==> src/rtl/bcd_stopwatch.sv <==
// Single-clock multi-digit BCD stopwatch with debounced start/stop, clear and lap
// buttons, wrap or saturate on overflow, and a multiplexed active-low 7-segment output.
module bcd_stopwatch #(
    parameter int DIGITS       = 4,
    parameter int TICK_DIV     = 65536,
    parameter int SCAN_DIV     = 4,
    parameter int DEBOUNCE_DIV = 65536,
    parameter bit WRAP         = 1'b1
) (
    input  logic              clock,
    input  logic              reset_n,
    input  logic              start_stop,
    input  logic              clear,
    input  logic              lap,
    output logic [7:0]        LED,
    output logic [DIGITS-1:0] selecters,
    output logic              overflow,
    output logic              running
);

    localparam int DW = (DEBOUNCE_DIV > 1) ? $clog2(DEBOUNCE_DIV) : 1;
    localparam int TW = (TICK_DIV > 1) ? $clog2(TICK_DIV) : 1;
    localparam int SW = (SCAN_DIV > 1) ? $clog2(SCAN_DIV) : 1;
    localparam int IW = (DIGITS > 1) ? $clog2(DIGITS) : 1;

    // Button vectors are ordered {lap, clear, start_stop}.
    logic [2:0]    btn_raw;
    logic [2:0]    sync1, sync2, sample_q, armed, press;
    logic [1:0]    sync_valid;
    logic [DW-1:0] deb_cnt;
    logic          deb_strobe;

    logic [TW-1:0] tick_cnt;
    logic          tick_strobe;
    logic [SW-1:0] scan_cnt;
    logic          scan_strobe;
    logic [IW-1:0] scan_idx;

    logic [DIGITS-1:0][3:0] count, latch, count_inc;
    logic                   all_nines;
    logic                   carry;
    logic                   freeze;
    logic                   step;
    logic                   clear_ok;
    logic [3:0]             shown;

    assign btn_raw     = {lap, clear, start_stop};
    assign deb_strobe  = (deb_cnt == DW'(DEBOUNCE_DIV - 1));
    assign tick_strobe = (tick_cnt == TW'(TICK_DIV - 1));
    assign scan_strobe = (scan_cnt == SW'(SCAN_DIV - 1));

    function automatic logic [6:0] seg7(input logic [3:0] d);
        logic [6:0] s;
        case (d)
            4'd0:    s = 7'b0000001;
            4'd1:    s = 7'b1001111;
            4'd2:    s = 7'b0010010;
            4'd3:    s = 7'b0000110;
            4'd4:    s = 7'b1001100;
            4'd5:    s = 7'b0100100;
            4'd6:    s = 7'b0100000;
            4'd7:    s = 7'b0001111;
            4'd8:    s = 7'b0000000;
            4'd9:    s = 7'b0000100;
            default: s = 7'b1111111;
        endcase
        return s;
    endfunction

    // A button only arms after a valid 0 sample, so a press held through reset
    // release has to be let go before it can produce a pulse.
    always_ff @(posedge clock or negedge reset_n) begin
        if (!reset_n) begin
            sync1      <= '0;
            sync2      <= '0;
            sync_valid <= '0;
            sample_q   <= '0;
            armed      <= '0;
            press      <= '0;
            deb_cnt    <= '0;
        end else begin
            sync1      <= btn_raw;
            sync2      <= sync1;
            sync_valid <= {sync_valid[0], 1'b1};
            press      <= '0;
            deb_cnt    <= deb_strobe ? '0 : deb_cnt + DW'(1);
            if (deb_strobe) begin
                sample_q <= sync2;
                press    <= sync2 & ~sample_q & armed;
                if (sync_valid[1]) armed <= armed | ~sync2;
            end
        end
    end

    always_ff @(posedge clock or negedge reset_n) begin
        if (!reset_n) begin
            tick_cnt <= '0;
            scan_cnt <= '0;
            scan_idx <= '0;
        end else begin
            tick_cnt <= tick_strobe ? '0 : tick_cnt + TW'(1);
            scan_cnt <= scan_strobe ? '0 : scan_cnt + SW'(1);
            if (scan_strobe) begin
                scan_idx <= (scan_idx == IW'(DIGITS - 1)) ? '0 : scan_idx + IW'(1);
            end
        end
    end

    always_comb begin
        count_inc = count;
        all_nines = 1'b1;
        carry     = 1'b1;
        for (int i = 0; i < DIGITS; i++) begin
            if (count[i] != 4'd9) all_nines = 1'b0;
            if (carry) begin
                if (count[i] == 4'd9) begin
                    count_inc[i] = 4'd0;
                end else begin
                    count_inc[i] = count[i] + 4'd1;
                    carry        = 1'b0;
                end
            end
        end
    end

    // Both the strobe and the clear gate look at running before this cycle's toggle.
    assign step     = tick_strobe & running;
    assign clear_ok = press[1] & ~running;

    always_ff @(posedge clock or negedge reset_n) begin
        if (!reset_n) begin
            count    <= '0;
            latch    <= '0;
            overflow <= 1'b0;
            running  <= 1'b0;
            freeze   <= 1'b0;
        end else begin
            if (clear_ok) begin
                count <= '0;
            end else if (step) begin
                if (!all_nines) count <= count_inc;
                else if (WRAP)  count <= '0;
            end

            if (clear_ok)               overflow <= 1'b0;
            else if (step && all_nines) overflow <= 1'b1;

            if (press[0])                        running <= ~running;
            else if (step && all_nines && !WRAP) running <= 1'b0;

            if (clear_ok) begin
                freeze <= 1'b0;
            end else if (press[2]) begin
                if (running) begin
                    freeze <= ~freeze;
                    if (!freeze) latch <= count;
                end else begin
                    freeze <= 1'b0;
                end
            end
        end
    end

    always_comb begin
        shown = freeze ? latch[scan_idx] : count[scan_idx];
    end

    // LED and selecters share one register stage so the digit and its enable move together.
    always_ff @(posedge clock or negedge reset_n) begin
        if (!reset_n) begin
            LED       <= 8'b0000_0011;
            selecters <= ~DIGITS'(1);
        end else begin
            LED       <= {seg7(shown), ~freeze};
            selecters <= ~(DIGITS'(1) << scan_idx);
        end
    end

endmodule

==> config.mk <==
export PLATFORM = sky130hd
export DESIGN_NAME = bcd_stopwatch
export DESIGN_NICKNAME = d
export VERILOG_FILES = /design/src/rtl/bcd_stopwatch.sv
export SDC_FILE = /design/constraint.sdc
export NUM_CORES = 1
export LEC_CHECK = 0
export ABC_AREA = 1
export BUFFER_PORTS_ARGS = -buffer_cell sky130_fd_sc_hd__buf_2
export CORE_MARGIN = 4
export CORE_UTILIZATION = 30
export CTS_CLUSTER_DIAMETER = 50
export DETAILED_ROUTE_END_ITERATION = 16
export SLEW_MARGIN = 10
export SYNTH_ARGS = -nofsm -noshare
export SYNTH_HDL_FRONTEND = slang
export SYNTH_SLANG_ARGS = --single-unit
==> constraint.sdc <==
create_clock -name clock -period 1.8 [get_ports clock]
set_input_delay 0.18 -clock clock [delete_from_list [all_inputs] [get_ports clock]]
set_output_delay 0.18 -clock clock [all_outputs]
set_load 0.01 [all_outputs]
==> out/metrics.csv <==
stage,metric,value,unit
clocking,insertion_delay,0.35,ns
routing,wirelength,9320,µm
clocking,h-tree-depth,3,
setup_path,max_stage_delay,0.46,ns
power,ir_worst_vdd,474,µV
sta,final.period_utilization,91.2,%
power,powerDensity,760,nW/µm²
routing,drc_errors,0,
setup_path,start_kind,flip-flop,
setup_path,crit_slowest_cell,dfrtp_2,
placement,io_buffers,18,
die,pin_count,19,
global_routing,grt_pass1_wl,16700,µm
synthesis,synth_adder_area_share,5.26,%
setup_path,crit_top_cell,nand3_1,
synthesis,synth_top_cell_area_share,47.5,%
clocking,cts.sinks,100,
clocking,cts_root_buf,clkbuf_16,
synthesis,synth_area_leaders,"dfrtp_1 (48%), nand2_1 (10%), nand3_1 (6.0%)",
global_routing,grt_max_degree,51,
setup_path,critical_path_class,flip-flop to flip-flop,
synthesis,yosys.area.top_type,dfrtp_1,
clocking,cts_made_buffers,9,
global_routing,grt_pass1_vias,3533,
synthesis,synth_compound_gate_area_share,4.23,%
sta,fin_skew,0.00840,ns
setup_path,r2r-end,LED[4]$_DFF_PN0_,
die,core_area,16100,µm²
sta,rsz0062_at_grt,false,
final_layout,syn2layout_area_growth,16.8,%
setup_path,crit_buf_inv,1,
placement,placed_cell_area,5450,µm²
routing,drt-wirelength-per-cell,11.0,µm
routing,vias,3642,
sta,max_freq,609,MHz
final_layout,postLayoutCellArea,5840,µm²
die,rows,46,
clocking,tritoncts,yes,
synthesis,yosysWarnings,0,
synthesis,syn-cell-area,5000,µm²
synthesis,ys_types,35,
global_routing,antenna_found_initial,0,
final_layout,drive_gt1_share,16.1,%
run_status,run_status,finished clean,
placement,gp_congestion,0.834,
routing,drtPass1Iterations,4,
sta,whs,0.331,ns
global_routing,grt_overflow,0,
final_layout,n_fill_cell,1700,
setup_path,r2r-start,scan_idx[0]$_DFFE_PN0P_,
setup_path,cp_top_family,simple AND/OR/NAND/NOR gates,
synthesis,netlist_instances,580,
final_layout,n_antenna_cell,0,
synthesis,synthXorXnorAreaFrac,4.20,%
setup_path,required,2.04,ns
synthesis,synthMuxAreaShare,0.225,%
die,die_w,137,µm
setup_path,endpoint_kind,flip-flop,
setup_path,cp_data_arrival_time,1.88,ns
synthesis,synth_simple_gate_area_share,27.9,%
die,start_util,31.0,%
die,dieArea,18800,µm²
routing,drt_iter0_drc,217,
job,maxCapViolCount,0,
setup_path,path_cells,"buf_12, nand2_1, nand3_1, nand3_1, o21ai_2, ha_1, nand3_1, nand3_1, nand2_1",
synthesis,synth_top_family_by_area,simple AND/OR/NAND/NOR gates,
sta,hold_viol_final,0,
sta,fin_crit,1.64,ns
routing,viasPerCell,4.31,
clocking,cts_buffer_depth,2,
final_layout,layout.nets,650,
die,die_y,137,µm
clocking,clk_pin_slew,0.07,ns
synthesis,syn-num-nets,606,
sta,tns,0,ns
setup_path,r2r_slack,0.16,ns
sta,slew_violations,0,
setup_path,worstPathMaxFanout,19,
routing,antenna_left,0,
setup_path,r2r_cells,9,
global_routing,track_usage,11.1,%
synthesis,synth-seq-cells,100,
min_path,hp-class,input port to asynchronous set/reset pin,
placement,hpwlAfterDp,6750,µm
synthesis,yosysSeqAreaShare,50.2,%
sta,finalSetupViolCount,0,
power,total_leakage_power,2.99,nW
synthesis,syn_area_per_cell,8.62,µm²
stage by stage:
stage / total power, mW / cells / worst slack (ns) / util (%)
global route: 4.63 / 845 / 0.00400 / 36.2
global placement: 2.36 / 823 / 0.124 / 33.8
detailed placement: 2.36 / 823 / 0.0863 / 33.8
floorplan: 2.30 / 580 / 0.116 / -
CTS: 4.51 / 843 / 0.0655 / 36.1
finish: 4.44 / 845 / 0.159 / 36.2
worst reg2reg max path: cells and delay by family (launching register included):
family          cells  cell delay, ns
buf+inv             1            0.17
fa+ha+maj           1            0.29
simple gates        6            0.54
compound gates      1            0.09
flops               1            0.46
how the worst max path moves through the flow:
stage                                  from          endpoint  slack [ns]  cells past startpoint
CTS                 scan_idx[0]$_DFFE_PN0P_  LED[2]$_DFF_PN0_        0.07                     11
floorplan           scan_idx[0]$_DFFE_PN0P_  LED[2]$_DFF_PN0_        0.12                     13
detailed placement  scan_idx[0]$_DFFE_PN0P_  LED[2]$_DFF_PN0_        0.09                     11
global placement    scan_idx[0]$_DFFE_PN0P_  LED[2]$_DFF_PN0_        0.12                     11
global route        scan_idx[0]$_DFFE_PN0P_  LED[2]$_DFF_PN0_       0.004                     12
finish              scan_idx[0]$_DFFE_PN0P_  LED[4]$_DFF_PN0_        0.16                      9
cells in the final DEF, fill, tap and decap left out, types with 9 or more instances in the layout:
master       n
buf_2       17
buf_4       20
clkbuf_16    9
dfrtp_1     94
ha_1        21
inv_1       75
nand2_1    135
nand2_2     11
nand3_1     60
nor2_1      51
nor3_1      14
o21ai_0     29
xor2_1      18
Yosys cell counts:
cell type,instances
and2_1,1
inv_2,6
nor3_4,1
clkbuf_1,3
nor2_2,2
nand2_1,136
dfrtp_1,95
nor3_1,14
dfstp_2,5
a21oi_1,5
o21ai_0,29
mux2_2,1
or2_2,3
nand2_2,10
nand3b_1,1
inv_1,75
buf_4,2
nand2_4,4
nand4_1,7
xnor2_1,6
xor2_1,18
inv_4,1
clkinv_1,1
nor2_1,51
o31ai_1,1
nand3_1,60
nor4_1,1
nand3_2,1
o211ai_1,1
nor3b_1,2
conb_1,1
buf_6,5
nor2_4,7
o21ai_2,3
ha_1,21
what timing repair did:
item	4_1_cts	5_1_grt
hold endpoints to repair	29	0
hold buffers	4	0
resized for setup	0	3
endpoints found under the setup margin	0	4
setup buffers	0	2
report_power, final:
group	leakage [nW]	switching (mW)	total, mW	internal (mW)
Sequential	1.33	0.00321	2.26	2.25
Combinational	1.50	0.0462	0.0629	0.0166
Clock	0.156	0.878	2.12	1.24
Total	2.99	0.927	4.44	3.51
flip-flops by register name, summed over array words and instances, names as in the netlist:
name and cells:
LED 8, armed 3, count 16, deb_cnt 16, freeze 1, latch 16
overflow 1, press 3, running 1, sample_q 3, scan_cnt 2, scan_idx 2
selecters 4, sync1 3, sync2 3, sync_valid 2, tick_cnt 16
cell families after synthesis:
logic type	count (synthesis)
compound gates	39
xor+xnor	24
fa+ha+maj	21
buf+inv	93
flops	100
mux	1
other cells	1
simple gates	301
metal layers:
metal / GRT usage [%] / up-vias / wire length [µm]
met5: 0 / - / 0
met1: 15.4 / 1690 / 4710
met2: 17.1 / 40 / 4150
li1: - / 1900 / -
met3: 3.01 / 12 / 344
met4: 2.83 / 0 / 113
layout make-up:
cell class,instances,area [µm²],share of cell area (%)
well taps,216,270,4.63
multi-input cells,387,2100,35.9
repair buffers,43,315,5.40
flip-flops and latches,100,2510,43.0
clock inverters,7,106,1.82
clock buffers,9,225,3.86
inverters,83,317,5.42
(Power assumes the default switching activity.)
